$ cat src/rtl/ysyx_22040125_axi_master_pkg.sv
// Shared types and AXI constants for the ysyx_22040125 AXI4 master bridge.
package ysyx_22040125_axi_master_pkg;

  typedef enum logic [1:0] {R_IDLE, R_AR, R_DATA} r_state_e;
  typedef enum logic [1:0] {W_IDLE, W_XFER, W_B} w_state_e;

  localparam logic [1:0] BURST_INCR  = 2'b01;
  localparam logic [1:0] RESP_OKAY   = 2'b00;
  localparam logic [1:0] RESP_SLVERR = 2'b10;
  localparam logic [1:0] RESP_DECERR = 2'b11;

  // SLVERR and DECERR both carry bit 1.
  function automatic logic resp_is_err(input logic [1:0] resp);
    return resp[1];
  endfunction

endpackage

$ cat src/rtl/ysyx_22040125_axi_master_if.sv
// AXI4 bus between the bridge (master) and the SoC/simulation memory (slave).
interface ysyx_22040125_axi_master_if #(
  parameter int ADDR_W = 32,
  parameter int DATA_W = 64,
  parameter int ID_W   = 4
);
  logic [ID_W-1:0]     arid;
  logic [ADDR_W-1:0]   araddr;
  logic [7:0]          arlen;
  logic [2:0]          arsize;
  logic [1:0]          arburst;
  logic [1:0]          arlock;
  logic [3:0]          arcache;
  logic [2:0]          arprot;
  logic                arvalid;
  logic                arready;

  logic [ID_W-1:0]     rid;
  logic [DATA_W-1:0]   rdata;
  logic [1:0]          rresp;
  logic                rlast;
  logic                rvalid;
  logic                rready;

  logic [ID_W-1:0]     awid;
  logic [ADDR_W-1:0]   awaddr;
  logic [7:0]          awlen;
  logic [2:0]          awsize;
  logic [1:0]          awburst;
  logic [1:0]          awlock;
  logic [3:0]          awcache;
  logic [2:0]          awprot;
  logic                awvalid;
  logic                awready;

  logic [DATA_W-1:0]   wdata;
  logic [DATA_W/8-1:0] wstrb;
  logic                wlast;
  logic                wvalid;
  logic                wready;

  logic [ID_W-1:0]     bid;
  logic [1:0]          bresp;
  logic                bvalid;
  logic                bready;

  modport master (
    output arid, araddr, arlen, arsize, arburst, arlock, arcache, arprot, arvalid,
    input  arready,
    input  rid, rdata, rresp, rlast, rvalid,
    output rready,
    output awid, awaddr, awlen, awsize, awburst, awlock, awcache, awprot, awvalid,
    input  awready,
    output wdata, wstrb, wlast, wvalid,
    input  wready,
    input  bid, bresp, bvalid,
    output bready
  );

  modport slave (
    input  arid, araddr, arlen, arsize, arburst, arlock, arcache, arprot, arvalid,
    output arready,
    output rid, rdata, rresp, rlast, rvalid,
    input  rready,
    input  awid, awaddr, awlen, awsize, awburst, awlock, awcache, awprot, awvalid,
    output awready,
    input  wdata, wstrb, wlast, wvalid,
    output wready,
    output bid, bresp, bvalid,
    input  bready
  );
endinterface

$ cat src/rtl/ysyx_22040125_rr_arbiter.sv
// Round-robin arbiter: search starts at the pointer, which moves past the winner on advance.
module ysyx_22040125_rr_arbiter #(
  parameter int N     = 2,
  parameter int IDX_W = (N > 1) ? $clog2(N) : 1
) (
  input  logic             clk,
  input  logic             rst,
  input  logic [N-1:0]     req,
  input  logic             advance,
  output logic [N-1:0]     grant,
  output logic [IDX_W-1:0] idx
);
  logic [IDX_W-1:0] ptr_q;
  logic [IDX_W-1:0] cand;
  logic             found;

  always_comb begin
    grant = '0;
    idx   = '0;
    cand  = '0;
    found = 1'b0;
    for (int k = 0; k < N; k++) begin
      cand = IDX_W'((int'(ptr_q) + k) % N);
      if (!found && req[cand]) begin
        found       = 1'b1;
        grant[cand] = 1'b1;
        idx         = cand;
      end
    end
  end

  always_ff @(posedge clk) begin
    if (rst) begin
      ptr_q <= '0;
    end else if (advance && found) begin
      ptr_q <= (int'(idx) == N - 1) ? '0 : idx + IDX_W'(1);
    end
  end
endmodule

$ cat src/rtl/ysyx_22040125_axi_master.sv
// AXI4 master bridge: N_RD round-robin read requesters and one write requester,
// independent read and write FSMs, INCR bursts up to 256 beats.
module ysyx_22040125_axi_master
  import ysyx_22040125_axi_master_pkg::*;
#(
  parameter int ADDR_W = 32,
  parameter int DATA_W = 64,
  parameter int ID_W   = 4,
  parameter int N_RD   = 2
) (
  input  logic                   aclk,
  input  logic                   areset,
  input  logic [N_RD-1:0]        rd_req_valid,
  output logic [N_RD-1:0]        rd_req_ready,
  input  logic [N_RD*ADDR_W-1:0] rd_addr,
  input  logic [N_RD*8-1:0]      rd_len,
  input  logic [N_RD*3-1:0]      rd_size,
  output logic [N_RD-1:0]        rd_beat_valid,
  output logic [DATA_W-1:0]      rd_beat_data,
  output logic                   rd_beat_last,
  output logic                   rd_err,
  input  logic                   wr_req_valid,
  output logic                   wr_req_ready,
  input  logic [ADDR_W-1:0]      wr_addr,
  input  logic [7:0]             wr_len,
  input  logic [2:0]             wr_size,
  input  logic                   wr_data_valid,
  output logic                   wr_data_ready,
  input  logic [DATA_W-1:0]      wr_data,
  input  logic [DATA_W/8-1:0]    wr_strb,
  output logic                   wr_done,
  output logic                   wr_err,
  ysyx_22040125_axi_master_if.master axi
);
  localparam int IDX_W = (N_RD > 1) ? $clog2(N_RD) : 1;

  r_state_e          r_state_q;
  logic [ADDR_W-1:0] araddr_q;
  logic [7:0]        arlen_q, rcnt_q;
  logic [2:0]        arsize_q;
  logic [IDX_W-1:0]  port_q, rd_idx;
  logic [N_RD-1:0]   rd_grant;
  logic              arvalid_q, rerr_q, r_idle, r_data_st, beat_err;

  w_state_e          w_state_q;
  logic [ADDR_W-1:0] awaddr_q;
  logic [7:0]        awlen_q, wcnt_q;
  logic [2:0]        awsize_q;
  logic              awvalid_q, w_done_q, w_xfer, aw_hs, w_hs, w_last_hs;
  logic              unused_bid;

  assign r_idle    = (r_state_q == R_IDLE);
  assign r_data_st = (r_state_q == R_DATA);

  ysyx_22040125_rr_arbiter #(.N(N_RD), .IDX_W(IDX_W)) u_rr_arbiter (
    .clk     (aclk),
    .rst     (areset),
    .req     (rd_req_valid),
    .advance (r_idle),
    .grant   (rd_grant),
    .idx     (rd_idx)
  );

  assign rd_req_ready = (r_idle && !areset) ? rd_grant : '0;

  // Errors fold in per beat; the accumulated flag is only shown on the last beat.
  assign beat_err = resp_is_err(axi.rresp) || (axi.rid != ID_W'(port_q)) ||
                    (axi.rlast && (rcnt_q != arlen_q));

  assign rd_beat_valid = (r_data_st && axi.rvalid) ? (N_RD'(1) << port_q) : '0;
  assign rd_beat_data  = r_data_st ? axi.rdata : '0;
  assign rd_beat_last  = r_data_st && axi.rvalid && axi.rlast;
  assign rd_err        = rd_beat_last && (rerr_q || beat_err);

  assign axi.arid    = ID_W'(port_q);
  assign axi.araddr  = araddr_q;
  assign axi.arlen   = arlen_q;
  assign axi.arsize  = arsize_q;
  assign axi.arburst = BURST_INCR;
  assign axi.arlock  = 2'b00;
  assign axi.arcache = 4'b0000;
  assign axi.arprot  = 3'b000;
  assign axi.arvalid = arvalid_q;
  assign axi.rready  = r_data_st;

  always_ff @(posedge aclk) begin
    if (areset) begin
      r_state_q <= R_IDLE;
      araddr_q  <= '0;
      arlen_q   <= '0;
      arsize_q  <= '0;
      port_q    <= '0;
      arvalid_q <= 1'b0;
      rcnt_q    <= '0;
      rerr_q    <= 1'b0;
    end else begin
      case (r_state_q)
        R_IDLE: if (|rd_req_valid) begin
          araddr_q  <= rd_addr[int'(rd_idx)*ADDR_W +: ADDR_W];
          arlen_q   <= rd_len[int'(rd_idx)*8 +: 8];
          arsize_q  <= rd_size[int'(rd_idx)*3 +: 3];
          port_q    <= rd_idx;
          arvalid_q <= 1'b1;
          rcnt_q    <= '0;
          rerr_q    <= 1'b0;
          r_state_q <= R_AR;
        end
        R_AR: if (axi.arready) begin
          arvalid_q <= 1'b0;
          r_state_q <= R_DATA;
        end
        R_DATA: if (axi.rvalid) begin
          rcnt_q <= rcnt_q + 8'd1;
          rerr_q <= rerr_q || beat_err;
          if (axi.rlast) begin
            rcnt_q    <= '0;
            r_state_q <= R_IDLE;
          end
        end
        default: r_state_q <= R_IDLE;
      endcase
    end
  end

  assign w_xfer    = (w_state_q == W_XFER);
  assign aw_hs     = awvalid_q && axi.awready;
  assign w_hs      = axi.wvalid && axi.wready;
  assign w_last_hs = w_hs && axi.wlast;

  assign wr_req_ready  = (w_state_q == W_IDLE) && !areset;
  assign wr_data_ready = w_xfer && !w_done_q && axi.wready;
  assign wr_done       = (w_state_q == W_B) && axi.bvalid;
  assign wr_err        = wr_done && resp_is_err(axi.bresp);
  assign unused_bid    = ^axi.bid;

  assign axi.awid    = '0;
  assign axi.awaddr  = awaddr_q;
  assign axi.awlen   = awlen_q;
  assign axi.awsize  = awsize_q;
  assign axi.awburst = BURST_INCR;
  assign axi.awlock  = 2'b00;
  assign axi.awcache = 4'b0000;
  assign axi.awprot  = 3'b000;
  assign axi.awvalid = awvalid_q;
  assign axi.wvalid  = w_xfer && !w_done_q && wr_data_valid;
  assign axi.wdata   = w_xfer ? wr_data : '0;
  assign axi.wstrb   = w_xfer ? wr_strb : '0;
  assign axi.wlast   = w_xfer && (wcnt_q == awlen_q);
  assign axi.bready  = (w_state_q == W_B);

  always_ff @(posedge aclk) begin
    if (areset) begin
      w_state_q <= W_IDLE;
      awaddr_q  <= '0;
      awlen_q   <= '0;
      awsize_q  <= '0;
      awvalid_q <= 1'b0;
      wcnt_q    <= '0;
      w_done_q  <= 1'b0;
    end else begin
      case (w_state_q)
        W_IDLE: if (wr_req_valid) begin
          awaddr_q  <= wr_addr;
          awlen_q   <= wr_len;
          awsize_q  <= wr_size;
          awvalid_q <= 1'b1;
          wcnt_q    <= '0;
          w_done_q  <= 1'b0;
          w_state_q <= W_XFER;
        end
        W_XFER: begin
          if (aw_hs) awvalid_q <= 1'b0;
          if (w_hs) wcnt_q <= wcnt_q + 8'd1;
          if (w_last_hs) w_done_q <= 1'b1;
          // AW and the final W beat may complete in either order, or together.
          if ((!awvalid_q || aw_hs) && (w_done_q || w_last_hs)) w_state_q <= W_B;
        end
        W_B: if (axi.bvalid) w_state_q <= W_IDLE;
        default: w_state_q <= W_IDLE;
      endcase
    end
  end
endmodule

$ cat src/flat_wrapper.sv
// flat-port wrapper written by rule: the top's interface ports become plain ports
module ysyx_22040125_axi_master_flat import ysyx_22040125_axi_master_pkg::*;
#(
  parameter int ADDR_W = 32,
  parameter int DATA_W = 64,
  parameter int ID_W   = 4,
  parameter int N_RD   = 2
)
  (aclk, areset, rd_req_valid, rd_req_ready, rd_addr, rd_len, rd_size, rd_beat_valid, rd_beat_data, rd_beat_last, rd_err, wr_req_valid, wr_req_ready, wr_addr, wr_len, wr_size, wr_data_valid, wr_data_ready, wr_data, wr_strb, wr_done, wr_err, axi_arid, axi_araddr, axi_arlen, axi_arsize, axi_arburst, axi_arlock, axi_arcache, axi_arprot, axi_arvalid, axi_arready, axi_rid, axi_rdata, axi_rresp, axi_rlast, axi_rvalid, axi_rready, axi_awid, axi_awaddr, axi_awlen, axi_awsize, axi_awburst, axi_awlock, axi_awcache, axi_awprot, axi_awvalid, axi_awready, axi_wdata, axi_wstrb, axi_wlast, axi_wvalid, axi_wready, axi_bid, axi_bresp, axi_bvalid, axi_bready);
  ysyx_22040125_axi_master_if #(.ADDR_W(ADDR_W), .DATA_W(DATA_W), .ID_W(ID_W)) axi_i ();
  input  logic aclk;
  input  logic areset;
  input  logic [N_RD-1:0] rd_req_valid;
  output logic [N_RD-1:0] rd_req_ready;
  input  logic [N_RD*ADDR_W-1:0] rd_addr;
  input  logic [N_RD*8-1:0] rd_len;
  input  logic [N_RD*3-1:0] rd_size;
  output logic [N_RD-1:0] rd_beat_valid;
  output logic [DATA_W-1:0] rd_beat_data;
  output logic rd_beat_last;
  output logic rd_err;
  input  logic wr_req_valid;
  output logic wr_req_ready;
  input  logic [ADDR_W-1:0] wr_addr;
  input  logic [7:0] wr_len;
  input  logic [2:0] wr_size;
  input  logic wr_data_valid;
  output logic wr_data_ready;
  input  logic [DATA_W-1:0] wr_data;
  input  logic [DATA_W/8-1:0] wr_strb;
  output logic wr_done;
  output logic wr_err;
  output wire logic [$bits(axi_i.arid)-1:0] axi_arid;
  output wire logic [$bits(axi_i.araddr)-1:0] axi_araddr;
  output wire logic [$bits(axi_i.arlen)-1:0] axi_arlen;
  output wire logic [$bits(axi_i.arsize)-1:0] axi_arsize;
  output wire logic [$bits(axi_i.arburst)-1:0] axi_arburst;
  output wire logic [$bits(axi_i.arlock)-1:0] axi_arlock;
  output wire logic [$bits(axi_i.arcache)-1:0] axi_arcache;
  output wire logic [$bits(axi_i.arprot)-1:0] axi_arprot;
  output wire logic [$bits(axi_i.arvalid)-1:0] axi_arvalid;
  input wire logic [$bits(axi_i.arready)-1:0] axi_arready;
  input wire logic [$bits(axi_i.rid)-1:0] axi_rid;
  input wire logic [$bits(axi_i.rdata)-1:0] axi_rdata;
  input wire logic [$bits(axi_i.rresp)-1:0] axi_rresp;
  input wire logic [$bits(axi_i.rlast)-1:0] axi_rlast;
  input wire logic [$bits(axi_i.rvalid)-1:0] axi_rvalid;
  output wire logic [$bits(axi_i.rready)-1:0] axi_rready;
  output wire logic [$bits(axi_i.awid)-1:0] axi_awid;
  output wire logic [$bits(axi_i.awaddr)-1:0] axi_awaddr;
  output wire logic [$bits(axi_i.awlen)-1:0] axi_awlen;
  output wire logic [$bits(axi_i.awsize)-1:0] axi_awsize;
  output wire logic [$bits(axi_i.awburst)-1:0] axi_awburst;
  output wire logic [$bits(axi_i.awlock)-1:0] axi_awlock;
  output wire logic [$bits(axi_i.awcache)-1:0] axi_awcache;
  output wire logic [$bits(axi_i.awprot)-1:0] axi_awprot;
  output wire logic [$bits(axi_i.awvalid)-1:0] axi_awvalid;
  input wire logic [$bits(axi_i.awready)-1:0] axi_awready;
  output wire logic [$bits(axi_i.wdata)-1:0] axi_wdata;
  output wire logic [$bits(axi_i.wstrb)-1:0] axi_wstrb;
  output wire logic [$bits(axi_i.wlast)-1:0] axi_wlast;
  output wire logic [$bits(axi_i.wvalid)-1:0] axi_wvalid;
  input wire logic [$bits(axi_i.wready)-1:0] axi_wready;
  input wire logic [$bits(axi_i.bid)-1:0] axi_bid;
  input wire logic [$bits(axi_i.bresp)-1:0] axi_bresp;
  input wire logic [$bits(axi_i.bvalid)-1:0] axi_bvalid;
  output wire logic [$bits(axi_i.bready)-1:0] axi_bready;
  assign axi_arid = axi_i.arid;
  assign axi_araddr = axi_i.araddr;
  assign axi_arlen = axi_i.arlen;
  assign axi_arsize = axi_i.arsize;
  assign axi_arburst = axi_i.arburst;
  assign axi_arlock = axi_i.arlock;
  assign axi_arcache = axi_i.arcache;
  assign axi_arprot = axi_i.arprot;
  assign axi_arvalid = axi_i.arvalid;
  assign axi_i.arready = axi_arready;
  assign axi_i.rid = axi_rid;
  assign axi_i.rdata = axi_rdata;
  assign axi_i.rresp = axi_rresp;
  assign axi_i.rlast = axi_rlast;
  assign axi_i.rvalid = axi_rvalid;
  assign axi_rready = axi_i.rready;
  assign axi_awid = axi_i.awid;
  assign axi_awaddr = axi_i.awaddr;
  assign axi_awlen = axi_i.awlen;
  assign axi_awsize = axi_i.awsize;
  assign axi_awburst = axi_i.awburst;
  assign axi_awlock = axi_i.awlock;
  assign axi_awcache = axi_i.awcache;
  assign axi_awprot = axi_i.awprot;
  assign axi_awvalid = axi_i.awvalid;
  assign axi_i.awready = axi_awready;
  assign axi_wdata = axi_i.wdata;
  assign axi_wstrb = axi_i.wstrb;
  assign axi_wlast = axi_i.wlast;
  assign axi_wvalid = axi_i.wvalid;
  assign axi_i.wready = axi_wready;
  assign axi_i.bid = axi_bid;
  assign axi_i.bresp = axi_bresp;
  assign axi_i.bvalid = axi_bvalid;
  assign axi_bready = axi_i.bready;
  ysyx_22040125_axi_master #(.ADDR_W(ADDR_W), .DATA_W(DATA_W), .ID_W(ID_W), .N_RD(N_RD)) u_core (.aclk(aclk), .areset(areset), .rd_req_valid(rd_req_valid), .rd_req_ready(rd_req_ready), .rd_addr(rd_addr), .rd_len(rd_len), .rd_size(rd_size), .rd_beat_valid(rd_beat_valid), .rd_beat_data(rd_beat_data), .rd_beat_last(rd_beat_last), .rd_err(rd_err), .wr_req_valid(wr_req_valid), .wr_req_ready(wr_req_ready), .wr_addr(wr_addr), .wr_len(wr_len), .wr_size(wr_size), .wr_data_valid(wr_data_valid), .wr_data_ready(wr_data_ready), .wr_data(wr_data), .wr_strb(wr_strb), .wr_done(wr_done), .wr_err(wr_err), .axi(axi_i));
endmodule
$ cat config.mk
export PLATFORM = sky130hd
export DESIGN_NAME = ysyx_22040125_axi_master_flat
export DESIGN_NICKNAME = d
export VERILOG_FILES = /design/src/rtl/ysyx_22040125_axi_master_pkg.sv /design/src/rtl/ysyx_22040125_axi_master_if.sv /design/src/rtl/ysyx_22040125_rr_arbiter.sv /design/src/rtl/ysyx_22040125_axi_master.sv /design/src/flat_wrapper.sv
export SDC_FILE = /design/constraint.sdc
export NUM_CORES = 1
export LEC_CHECK = 0
export BUFFER_PORTS_ARGS = -buffer_cell sky130_fd_sc_hd__buf_4
export CORE_AREA = 2 2 214 216
export CTS_BUF_LIST = sky130_fd_sc_hd__clkbuf_8
export CTS_CLUSTER_DIAMETER = 60
export DETAILED_ROUTE_END_ITERATION = 10
export DIE_AREA = 0 0 216 218
export SETUP_SLACK_MARGIN = 0.4
export SYNTH_ARGS = -nofsm -noshare
export SYNTH_HDL_FRONTEND = slang
export SYNTH_SLANG_ARGS = --single-unit
$ cat constraint.sdc
create_clock -name aclk -period 1.6 [get_ports aclk]
set_clock_uncertainty 0.1 [all_clocks]
set_input_delay 0.08 -clock aclk [delete_from_list [all_inputs] [get_ports aclk]]
set_output_delay 0.08 -clock aclk [all_outputs]
set_load 0.01 [all_outputs]
==> metrics.yaml <==
yosysTopAreaCellShare_pct: 37.2
synth_compound_area_share_pct: 12.9
grt_remaining_overflow: 0
whs_path_depth: 5
first_pass_iters: 4
synth_top_family_by_area: "simple AND/OR/NAND/NOR gates"
cts_buffers: 9
num_vias: 8784
synth_adder_area_share_pct: 0.415
die_h_um: 218
setup-violations-final: 239
core_um2: 44900
cp-start-kind: "register"
synth_top_flop_cell: "dfxtp_1"
via_per_inst: 4.12
violations: "negative setup slack"
multi_input_area_um2: 4990
synthTopCellsByArea: "dfxtp_1, and2_1, mux2i_1, nand2_1, a211oi_1"
antenna_found_initial: 5
pre_cts_ws_ns: -0.0448
dieArea_um2: 47100
hold_start: "axi_rresp[1]"
gp_congestion: 0.824
post-route-period-util_pct: 120
path_max_fanout: 8
required_ns: 1.42
sw_frac_of_total_pct: 34.2
combPwrFrac_pct: 49.8
p_switching_mw: 3.54
slew_viol_final: 0
synth_sequential_area_ratio_pct: 37.2
async_flop_share_pct: 0
ant_nets: 0
row_count: 78
p_per_area_nw_per_um2: 626
grt_first_pass_wirelength_um: 54900
path_clk_slew_ns: 0.13
synthCells: 761
yosysWarnings: 0
synth_xor_area_share_pct: 4.21
fmax_ghz: 0.519
synth_area_leader_cell: "dfxtp_1"
netlist_top_cells_count: "and2_1, dfxtp_1, nand2_1, nor2_1, a21oi_1"
maxCapViolCount: 0
numClockSinks: 112
drc: 0
ys_ff_latch: 112
grt_max_degree: 26
synth_cell_type_count: 45
area_delta_synth_final_pct: 174
synth_edf_count: 0
htree_levels: 3
finalWorstSetupSlack_ns: -0.325
worst_pin_slew_ns: 0.575
r2r_slack_ns: -0.16
grt_pass1_vias: 8905
syn_area_per_cell_um2: 7.93
final_util_pct: 36.9
port_buffers: 521
r2r_cells: 5
io-pin-count: 557
cts-root-buf: "clkbuf_8"
peakVddDrop_mv: 0.376
status: "finished with violations"
max_slew_margin_pct: 61.5
final_nets: 1817
routed_wl_um: 40300
cts_tree: "built"
synth_area_um2: 6030
start_util_pct: 13.4
clock_path_buffers: 2
drive_above_1_share_pct: 69.6
hold_viol: 0
reg2reg_to: "u_core.rcnt_q[5]$_SDFFE_PP0P_"
rsz0062_at_grt: "yes"
clk_latency_ns: 0.46
min_path_type: "in -> reg"
seqCellArea_um2: 2270
dpl.hpwl_um: 24400
wire_per_inst_um: 18.9
min_period_ns: 1.93
synthMostInstantiatedCell: "and2_1"
leakagePower_nw: 7.62
worst_setup_path_end_kind: "output port"
power.share.sequential_pct: 31.4
die_w_um: 216
r2r-start: "u_core.r_state_q[1]$_SDFFE_PP0P_"
hold_path_end: "u_core.rerr_q$_SDFFE_PP0P_"
fillers: 4298
synth.area.mux_share_pct: 7.13
drt-initial-drc-count: 314
track_usage_pct: 15.5
synth_simple_gate_area_share_pct: 30.2
clockPowerShare_pct: 18.9
p_int_mw: 6.82
worstSetupPathType: "reg -> out"
arrival_ns: 1.75
-- routing by layer --
metal  vias to the layer above  track usage (%)  routed length (um)
met4                         2             6.07                1610
met3                        85             4.18                2910
met5                         -                0                  17
li1                       4022                -                   -
met1                      4238             17.8               15300
met2                       437             27.5               20500
-- state kept, by name (all words and copies together), names as in the netlist, 2 cells and up --
signal             count
u_core.axi.araddr     32
u_core.axi.arlen       8
u_core.axi.arsize      3
u_core.axi.awaddr     32
u_core.axi.awlen       8
u_core.axi.awsize      3
u_core.r_state_q       2
u_core.rcnt_q          8
u_core.w_state_q       2
u_core.wcnt_q          8
-- how the worst max path moves through the flow --
stage / start / slack, ns / to / cells past startpoint
2_1_floorplan: u_core.r_state_q[0]$_SDFFE_PP0P_ / 0.02 / u_core.rcnt_q[5]$_SDFFE_PP0P_ / 5
3_3_place_gp: u_core.r_state_q[1]$_SDFFE_PP0P_ / 0.04 / u_core.rcnt_q[5]$_SDFFE_PP0P_ / 4
3_5_place_dp: u_core.r_state_q[1]$_SDFFE_PP0P_ / -0.04 / u_core.axi.araddr[25]$_SDFFE_PP0P_ / 6
4_1_cts: u_core.r_state_q[0]$_SDFFE_PP0P_ / -0.35 / rd_beat_data[9] / 7
5_1_grt: u_core.r_state_q[0]$_SDFFE_PP0P_ / -0.41 / rd_beat_data[40] / 7
6_report: u_core.r_state_q[0]$_SDFFE_PP0P_ / -0.33 / rd_beat_data[40] / 7
-- metrics by stage --
| stage | std cells | hold WS, ns | area, um2 | power, mW | setup TNS [ns] |
|---|---|---|---|---|---|
| CTS | 2108 | 0.00834 | 15200 | 9.81 | -46.14 |
| finish | 2134 | 0.0864 | 16600 | 10.4 | -40.35 |
| global route | 2133 | 0.0548 | 16600 | 10.8 | -59.03 |
| detailed placement | 1858 | 0.176 | 11000 | 6.06 | -0.272 |
| floorplan | 788 | 0.0756 | 6560 | 4.59 | 0 |
| global placement | 1858 | 0.168 | 11000 | 6.03 | 0 |
-- critical path: stages (launching register included) --
cell and delay (ns):
dfxtp_4 0.37, buf_6 0.12, nor2b_4 0.12, buf_12 0.14
buf_12 0.13, clkbuf_16 0.16, and2_4 0.14, buf_6 0.10
-- final cells by class --
| class | instances | area share, % |
|---|---|---|
| multi-input cells | 582 | 30.1 |
| clock inverters | 7 | 0.559 |
| inverters | 7 | 0.159 |
| well taps | 600 | 4.53 |
| diodes | 3 | 0.0453 |
| clock buffers | 9 | 0.748 |
| flip-flops and latches | 112 | 13.7 |
| repair buffers | 814 | 50.1 |
-- placed cells by master, fill, tap and decap left out, types with 3 or more instances in the layout --
master	netlist	routed
buf_4	30	407
buf_6	0	194
dlygate4sd3_1	0	141
and2_4	0	138
dfxtp_1	112	97
nand2_1	102	44
a211oi_2	0	43
a21oi_2	0	40
mux2i_1	43	39
nand2_4	0	36
buf_12	0	31
conb_1	2	29
nor2_4	0	28
buf_16	0	28
nor2_1	68	23
nand2_2	0	20
xor2_1	17	17
nor2_2	0	17
a21oi_1	52	12
dfxtp_2	0	11
xnor2_1	12	10
clkbuf_8	0	9
inv_1	7	7
buf_8	0	7
nand3_1	8	6
clkbuf_16	0	6
nor2b_4	0	4
nor4_1	7	4
nor3_1	7	4
a211oi_1	50	4
mux2i_2	0	4
dfxtp_4	0	4
diode_2	0	3
nor3_4	0	3
nand2b_4	0	3
a211oi_4	0	3
nand2b_1	6	3
-- cell families (layout without fill, tap and decap cells) --
kind of cell | count (synthesis) | after routing
multiplexers | 43 | 43
AO/OA/AOI/OAI | 121 | 121
AND/OR/NAND/NOR | 358 | 358
XOR/XNOR | 29 | 29
adder cells (fa/ha/maj) | 2 | 2
buffers and inverters | 94 | 837
flip-flops | 112 | 112
other | 2 | 32
-- timing repair --
| action | CTS | global route |
|---|---|---|
| pin swaps | 99 | 109 |
| setup buffers | 64 | 16 |
| gates resized for setup | 339 | 286 |
| hold endpoints to repair | 105 | 0 |
| hold buffers | 141 | 0 |
| cloned | 29 | 7 |
| endpoints found under the setup margin | 283 | 305 |
-- power by group through the flow --
| stage | Sequential (mW) | Combinational [mW] | Clock, mW |
|---|---|---|---|
| final | 3.25 | 5.16 | 1.95 |
| after global routing | 3.28 | 5.42 | 2.13 |
| after CTS | 3.22 | 4.54 | 2.04 |
| after detailed placement | 3.25 | 2.80 | 0 |
| after global placement | 3.25 | 2.78 | 0 |
| after floorplan | 3.31 | 1.28 | 0 |
Power figures use the tool's default switching activity.
